--- src/rtl/tournament_predictor.sv ---
// Tournament branch predictor: a PC-indexed local table and a history-indexed
// global table (gshare or plain history), arbitrated by a per-PC chooser table.
// The global history shifts speculatively on every prediction and is restored
// from the branch's snapshot on mispredict. A sweep initialises all tables
// after reset before the first prediction is served.
module tournament_predictor #(
    parameter int unsigned ADDR_W     = 32,
    parameter int unsigned LOCAL_LOG2 = 7,
    parameter int unsigned HIST_W     = 8,
    parameter int unsigned SEL_LOG2   = 7,
    parameter int unsigned CTR_W      = 2,
    parameter int unsigned GSHARE     = 1,
    parameter int unsigned MODE       = 2
) (
    input  logic              clk,
    input  logic              rst,
    input  logic              rdy,
    output logic              busy_o,
    input  logic              rd_valid_i,
    input  logic [ADDR_W-1:0] raddr_i,
    output logic              pre_taken,
    output logic              pre_src,
    output logic [HIST_W-1:0] pre_hist,
    input  logic              we_i,
    input  logic [ADDR_W-1:0] waddr_i,
    input  logic [HIST_W-1:0] hist_i,
    input  logic              res_taken,
    input  logic              mispred_i
);

    localparam int unsigned LDEP  = 1 << LOCAL_LOG2;
    localparam int unsigned GDEP  = 1 << HIST_W;
    localparam int unsigned SDEP  = 1 << SEL_LOG2;
    localparam int unsigned MAXLG = (LDEP > GDEP) ? LDEP : GDEP;
    localparam int unsigned MAXD  = (MAXLG > SDEP) ? MAXLG : SDEP;
    localparam int unsigned CNT_W = (MAXD > 1) ? $clog2(MAXD) : 1;

    localparam logic [CTR_W-1:0] WNT  = {1'b0, {(CTR_W-1){1'b1}}};
    localparam logic [CTR_W-1:0] WL   = {1'b1, {(CTR_W-1){1'b0}}};
    localparam logic [CTR_W-1:0] CMAX = '1;
    localparam logic [CNT_W-1:0] LAST = CNT_W'(MAXD - 1);

    typedef enum logic {INIT, RUN} state_t;

    state_t            state;
    logic [CNT_W-1:0]  cnt;
    logic [HIST_W-1:0] hist;

    logic [CTR_W-1:0] ltab [LDEP];
    logic [CTR_W-1:0] gtab [GDEP];
    logic [CTR_W-1:0] stab [SDEP];

    logic [LOCAL_LOG2-1:0] r_li, w_li;
    logic [HIST_W-1:0]     r_gi, w_gi;
    logic [SEL_LOG2-1:0]   r_si, w_si;
    logic                  lp, gp, cp;
    logic                  w_lc, w_gc;
    logic                  unused_addr_bits;

    function automatic logic [HIST_W-1:0] gidx(input logic [HIST_W-1:0] h,
                                               input logic [ADDR_W-1:0] a);
        return (GSHARE != 0) ? (h ^ a[HIST_W+1:2]) : h;
    endfunction

    function automatic logic [CTR_W-1:0] step(input logic [CTR_W-1:0] c, input logic up);
        if (up) return (c == CMAX) ? c : c + CTR_W'(1);
        return (c == '0) ? c : c - CTR_W'(1);
    endfunction

    assign r_li = raddr_i[LOCAL_LOG2+1:2];
    assign r_si = raddr_i[SEL_LOG2+1:2];
    assign r_gi = gidx(hist, raddr_i);
    assign w_li = waddr_i[LOCAL_LOG2+1:2];
    assign w_si = waddr_i[SEL_LOG2+1:2];
    assign w_gi = gidx(hist_i, waddr_i);

    assign lp   = ltab[r_li][CTR_W-1];
    assign gp   = gtab[r_gi][CTR_W-1];
    assign cp   = stab[r_si][CTR_W-1];
    assign w_lc = (ltab[w_li][CTR_W-1] == res_taken);
    assign w_gc = (gtab[w_gi][CTR_W-1] == res_taken);

    assign unused_addr_bits = ^{raddr_i, waddr_i};

    // Combinational prediction; forced to zero while the sweep is running
    always_comb begin
        pre_taken = 1'b0;
        pre_src   = 1'b0;
        pre_hist  = '0;
        if (state == RUN) begin
            pre_hist = hist;
            if (MODE == 0) begin
                pre_taken = lp;
                pre_src   = 1'b1;
            end else if (MODE == 1) begin
                pre_taken = gp;
                pre_src   = 1'b0;
            end else begin
                pre_taken = cp ? lp : gp;
                pre_src   = cp;
            end
        end
    end

    // Control FSM: init sweep counter, busy flag and speculative history
    always_ff @(posedge clk or negedge rst) begin
        if (!rst) begin
            state  <= INIT;
            cnt    <= '0;
            hist   <= '0;
            busy_o <= 1'b1;
        end else if (rdy) begin
            case (state)
                INIT: begin
                    cnt <= cnt + CNT_W'(1);
                    if (cnt == LAST) begin
                        state  <= RUN;
                        busy_o <= 1'b0;
                    end
                end
                RUN: begin
                    // a mispredict restore overrides this cycle's speculative shift
                    if (we_i && mispred_i)
                        hist <= {hist_i[HIST_W-2:0], res_taken};
                    else if (rd_valid_i)
                        hist <= {hist[HIST_W-2:0], pre_taken};
                end
                default: state <= INIT;
            endcase
        end
    end

    // Table writes: sweep defaults during INIT, resolved-branch training in RUN
    always_ff @(posedge clk) begin
        if (rdy) begin
            if (state == INIT) begin
                if (32'(cnt) < LDEP) ltab[cnt[LOCAL_LOG2-1:0]] <= WNT;
                if (32'(cnt) < GDEP) gtab[cnt[HIST_W-1:0]]     <= WNT;
                if (32'(cnt) < SDEP) stab[cnt[SEL_LOG2-1:0]]   <= WL;
            end else if (we_i) begin
                ltab[w_li] <= step(ltab[w_li], res_taken);
                gtab[w_gi] <= step(gtab[w_gi], res_taken);
                if (MODE == 2 && w_lc != w_gc)
                    stab[w_si] <= step(stab[w_si], w_lc);
            end
        end
    end

endmodule

--- config.mk ---
export PLATFORM = sky130hd
export DESIGN_NAME = tournament_predictor
export DESIGN_NICKNAME = d
export VERILOG_FILES = /design/src/rtl/tournament_predictor.sv
export SDC_FILE = /design/constraint.sdc
export NUM_CORES = 2
export LEC_CHECK = 0
export CAP_MARGIN = 20
export CELL_PAD_IN_SITES_DETAIL_PLACEMENT = 0
export CELL_PAD_IN_SITES_GLOBAL_PLACEMENT = 2
export CORE_ASPECT_RATIO = 1.4
export CORE_UTILIZATION = 48
export CTS_BUF_LIST = sky130_fd_sc_hd__clkbuf_16
export DETAILED_ROUTE_END_ITERATION = 8
export PLACE_DENSITY_LB_ADDON = 0.12
export REMOVE_ABC_BUFFERS = 1
export SLEW_MARGIN = 20
export SYNTH_ARGS = -nofsm -noshare
export SYNTH_HDL_FRONTEND = slang
export SYNTH_SLANG_ARGS = --single-unit
--- constraint.sdc ---
create_clock -name clk -period 12.2 [get_ports clk]
set_input_delay 1.22 -clock clk [delete_from_list [all_inputs] [get_ports clk]]
set_output_delay 1.22 -clock clk [all_outputs]
set_load 0.03 [all_outputs]
* Word-level counts from Yosys, hierarchy flattened *
Memories as Yosys holds them, arrays and structs flattened.
Index checks and enable logic that the tools add are counted.

storage, ports and cells
  logic and storage cells = 100
  output and inout port bits = 11
  memories kept = 3
  register bits after elaboration = 18
  bits in writable memories = 1,024

operators by class
  bitwise operators = 3
  reductions and logical operators = 11
  add/subtract/negate cells = 7
  equality and inequality tests = 7
  multiplexer cells = 64
  order comparisons = 1

memory list
  memory  words  width  read ports  clocked after memory_dff  wr ports  RTL line  source
  gtab    256    2      2           0                         1         50        logic [CTR_W-1:0] gtab [GDEP];
  ltab    128    2      2           0                         1         49        logic [CTR_W-1:0] ltab [LDEP];
  stab    128    2      2           0                         1         51        logic [CTR_W-1:0] stab [SDEP];

operators with widths
  kind                                                number
  2-to-1 mux 2 bit                                    25
  2-to-1 mux 1 bit                                    33
  2-to-1 mux 8 bit                                    4
  bitwise XOR 8 bit                                   2
  2-to-1 mux 7 bit                                    2
  adder 8 x 1 -> 8 bit (second input constant)        1
  equality test 8 bit (second input constant)         1
  less-than comparator 8 bit (second input constant)  1
  adder 2 x 1 -> 2 bit (second input constant)        3
  equality test 2 bit (second input constant)         3
  zero test 2 bit                                     3
  AND reduction 3 bit                                 2
  OR reduction 2 bit                                  3
  subtractor 2 x 1 -> 2 bit (second input constant)   3
  equality test 1 bit                                 2
  AND reduction 2 bit                                 1
  nonzero test 2 bit                                  1
  logical AND 1 bit                                   1
  inequality test 1 bit                               1
  inverter 1 bit                                      1

* Depth between registers and ports, before layout *
An unclocked memory read counts as a cell.

  depth after elaboration = 14
  gate-level depth with buffers = 15

* Least setup slack after synthesis *
No wires, ideal clock.

  kind = input-to-reg
  start point = in waddr_i[3]
  end point = mem gtab[0][0] (data pin)
  path buffers = 5
  stages on the path = 14
  slack = -0.053 ns
  data arrival time = 10.798 ns
  data required time = 10.744 ns
  cell sequence = buf_2 > xor2_2 > buf_2 > buf_2 > buf_1 > buf_2 > mux4_2 > mux4_2 > a22o_1 > a221oi_1 > nor3_1 > nor4_1 > a21oi_1 > o21ai_1

on the way
  word-level cells in the longest chain between the ends = 10
  elaborated cells on any way between the ends = 14
  classes of those cells = add/sub: 2; eq/ne: 1; mux: 8; bitwise: 1; reduce/logical: 1; memory: 1

RTL lines
  item                                                         RTL line  source
  start: declaration                                           25        input logic [ADDR_W-1:0] waddr_i,
  bitwise XOR 8 bit (*)                                        62        return (GSHARE != 0) ? (h ^ a[HIST_W+1:2]) : h;
  memory (256 x 2 bit) (*)                                     n/a
  adder 2 x 1 -> 2 bit or equality test 2 bit (tied branches)  66        if (up) return (c == CMAX) ? c : c + CTR_W'(1);
  2-to-1 mux 2 bit (2 in a row)                                66
  2-to-1 mux 2 bit (*)                                         67        return (c == '0) ? c : c - CTR_W'(1);
  2-to-1 mux 2 bit (*)                                         140       end else if (we_i) begin
  2-to-1 mux 2 bit (*)                                         136       if (state == INIT) begin
  2-to-1 mux 2 bit (*)                                         135       if (rdy) begin
  2-to-1 mux 2 bit (no line) (*)                               n/a
  end: declaration                                             50

Every way passes the cells marked *; elsewhere a longest branch is shown, timed or not. The select of a mux whose other input is x is not followed.

* Final worst setup path *
  start point = in raddr_i[3]
  end point = out pre_taken

on the way
  word-level cells in the longest chain between the ends = 4
  elaborated cells on any way between the ends = 6
  classes of those cells = mux: 2; bitwise: 1; memory: 3

RTL lines
  item                  RTL line  source
  start: declaration    20        input logic [ADDR_W-1:0] raddr_i,
  bitwise XOR 8 bit     62
  memory (256 x 2 bit)  n/a
  2-to-1 mux 1 bit (*)  99        pre_taken = cp ? lp : gp;
  2-to-1 mux 1 bit (*)  90        if (state == RUN) begin
  end: declaration      21        output logic pre_taken,

Every way passes the cells marked *; elsewhere a longest branch is shown, timed or not.

==> impl_results.md <==
- Status: finished clean
- Top FF cell, synth: edfxtp_1
- Die Span X: around 270 µm
- Final Instance Count excl. Fillers: 4204
- HPWL after detailed placement: around 88000 µm
- Required time at the endpoint of the critical path: around 11 ns
- Layer with the highest usage after global routing: met2
- Relative slew margins: between 20% and 30%
- Aggregate global routing overflow: 0
- Distinct cell type count after synthesis: 73
- Start point of the critical path: raddr_i[3]
- Number of antenna violations at the first check in global routing: 4
- CTS Root Buffer Type: clkbuf_16
- Classification of the worst-slack hold path: reg -> reg
- Number of nets in the finished design: about 2900
- Final Cell Area: 53630 µm²
- Input/output buffers: 41
- Max Fclk: 0.1301 GHz
- DRC errors left: 0
- Count of final setup violators: 0
- Clock network latency to the later pin of the worst-skew pair: roughly 0.72 ns
- Global Route met3 Usage: under 10%
- Global Route met1 Usage: 35.25%
- Vias in the first global route: around 29000
- Total wire length: between 100000 and 150000 µm
- Crit Reg-Reg Endpoint: hist[0]
- Max-cap violations: 0
- Number of vias per cell: between 6 and 7
- Slew at the pin closest to its max-slew limit: approximately 1.2 ns
- Wire length of the first global-routing pass: 207900 µm
- Number of max-slew violations in the final report: 0
- Final hold slack: between 0.5 and 0.6 ns
- Cell area after synthesis: between 40000 and 50000 µm²
- Number of DRC markers after the initial detailed-route iteration: between 2000 and 3000
- Portion of the clock cycle consumed by the worst path in the final layout: between 60% and 70%
- Fillers: around 7800
- Number of gates given a new drive strength after cts: 0
- Global-route met2 utilization: about 51%
- Register area share after synthesis: 64.70%
- Final antenna-violating net count: 0
- Critical setup path kind: in -> out
- Number of enable-type register cells in the synthesized netlist: about 1000
- Setup Skew: 0.03674 ns
- Fraction of layout instances using a drive strength above 1: between 20% and 30%
- Depth of the most critical reg-to-reg path: 10
- Area of the die: 101800 µm²
- Min cycle time layout: between 7 and 8 ns
- Pwr Density: about 150 nW/µm²
- Cell types with the largest area share after synthesis: edfxtp_1 (64%), mux4_2 (21%), nor2_1 (3.4%)
- Flops & latches, synth: 1042
- Via Count: roughly 28000
- Worst-path maximum fanout: between 40 and 50
- Dominant cell by count in the synthesized netlist: edfxtp_1
- Count of hold-fix buffers inserted at cts: 0
- FFs w/ async S/R, synth: ~1.7%
- R2r startpoint: hist[0]
- Cell row count: 137
- H-tree depth: 3
- Per-instance average area after synthesis: around 17 µm²
- CTS tree: done
- Termination of the worst setup path: pre_taken
- Maximum buffer depth of the clock tree: 3
- Area fraction of the dominant cell type after synthesis: approximately 64%
- Count of clock tree sinks: roughly 1000
- Signed area change from the synthesized netlist to the final layout: 11.21%
- Worst reg-to-reg setup slack: a little over 7 ns
- Setup TNS Final: 0 ns
- PnR worst setup slack: ~4.5 ns
- Launching element type of the critical path: primary input
- Final RePlAce weighted congestion: 0.8329
- Count of endpoints failing hold in the final timing report: 0
- Synthesized instance count: between 2000 and 3000
- Data arrival at the endpoint of the critical path: around 6.5 ns
- Pin count of the biggest net entering global routing: 129
- Cell area after placement: around 50000 µm²
- Clock buffers created by TritonCTS: just over 100
- Average detailed-routed wire length per instance: approximately 34 µm
- Yosys synthesis warning count: 0
- Post-CTS Setup Repair Bufs: 0
- Reported leakage power: between 0.015 and 0.02 µW
- Number of placed I/O pins: 90
- Synth area leader: edfxtp_1
- Clock transition at the registers of the reported paths: roughly 0.070 ns
- RSZ-0062 raised after global routing: no
- Crit path capture type: output pin
- Worst setup slack before clock tree synthesis: approximately 4.2 ns
- Floorplan Core Area: 99590 µm²
- Most common library cells after synthesis: edfxtp_1 (1024), mux4_2 (455), nor2_1 (438)
- Instance count after placement with tap cells included: around 4000
- Die Height: around 380 µm
- Iteration count of the initial detailed-routing pass: 6
- Largest vdd supply drop: roughly 0.14 mV
- Overall Global Routing Usage: 28.75%
- Initial core utilization: about half
layout make-up:
type	instances	area, µm²	share of cell area [%]
antenna	1	2.502	0.004666
clock buffer	106	2653	4.946
clock inverter	81	718.2	1.339
inverter	6	22.52	0.04199
multi-input combinational	1532	16340	30.47
sequential	1042	31200	58.17
tap	1320	1652	3.079
timing repair buffer	116	1044	1.946
flip-flops by register name, summed over array words and instances (netlist names):
signal and count:
ltab 256, cnt 8, state 1, busy_o 1
gtab 512, stab 256, hist 8
critical path, stage by stage:
cell,delay [ns]
buf_4,0.55
xor2_4,0.80
buf_4,0.79
mux4_2,0.37
mux4_2,0.30
o22ai_1,0.10
or4_1,0.51
a211oi_1,0.18
a31oi_1,0.15
a21oi_1,0.56
clkdlybuf4s50_1,0.78
cell usage in the layout, fill, tap and decap left out, drive strengths merged, types with 12 or more instances in the layout:
master         instances
nand2                160
inv                   28
mux2i                 25
xor2                  19
xnor2                 18
bufinv                13
dfrtp                 17
clkbuf               106
clkdlybuf4s50         34
a22oi                154
mux4                 456
a21oi                 22
and2                  14
buf                   82
edfxtp              1024
nor2                 438
o21ai                 34
nor3                  16
clkinv                39
nand2b                12
nand3                 27
stage by stage:
| stage | util [%] | total power, µW |
|---|---|---|
| 3_3_place_gp | 50.35 | 5051 |
| 3_5_place_dp | 50.38 | 5060 |
| 5_1_grt | 53.85 | 8411 |
| 4_1_cts | 53.76 | 8232 |
| 6_report | 53.85 | 8200 |
| 2_1_floorplan | - | 4548 |
report_power, final:
group	total [µW]	leakage, µW	internal (µW)	switching (µW)
Combinational	1020	0.00486	264	753
Sequential	3980	0.0107	3930	47.2
Clock	3200	0.00171	1840	1360
Total	8200	0.0172	6040	2160
kinds of logic (layout without fill, tap and decap cells):
logic type,after synthesis,count (layout),share of synthesized area (%)
and+or+nand+nor,717,717,6.164
adders and majority gates,2,2,0.04670
DFF,1042,1042,64.70
other,0,1,0
xor gates and xnor gates,37,37,0.7187
buffers and inverters,209,309,1.907
AOI/OAI and AO/OA,292,292,4.574
muxes,484,484,21.89
worst min path at each step:
stage | from | end | slack, ns | cells past startpoint
floorplan | busy_o | busy_o | 0.52 | 1
global placement | busy_o | busy_o | 0.49 | 1
detailed placement | busy_o | busy_o | 0.49 | 1
CTS | busy_o | busy_o | 0.51 | 1
global route | busy_o | busy_o | 0.52 | 1
finish | busy_o | busy_o | 0.51 | 1
routing by layer:
metal / part of all wire, % / wire, µm / up-vias
li1: - / - / 11470
met1: 36 / 52070 / 15000
met2: 53 / 76300 / 1313
met3: 7.0 / 10110 / 271
met4: 3.8 / 5543 / 4
met5: 0.016 / 23 / -
Note: power is estimated with default switching activity, not from simulation.
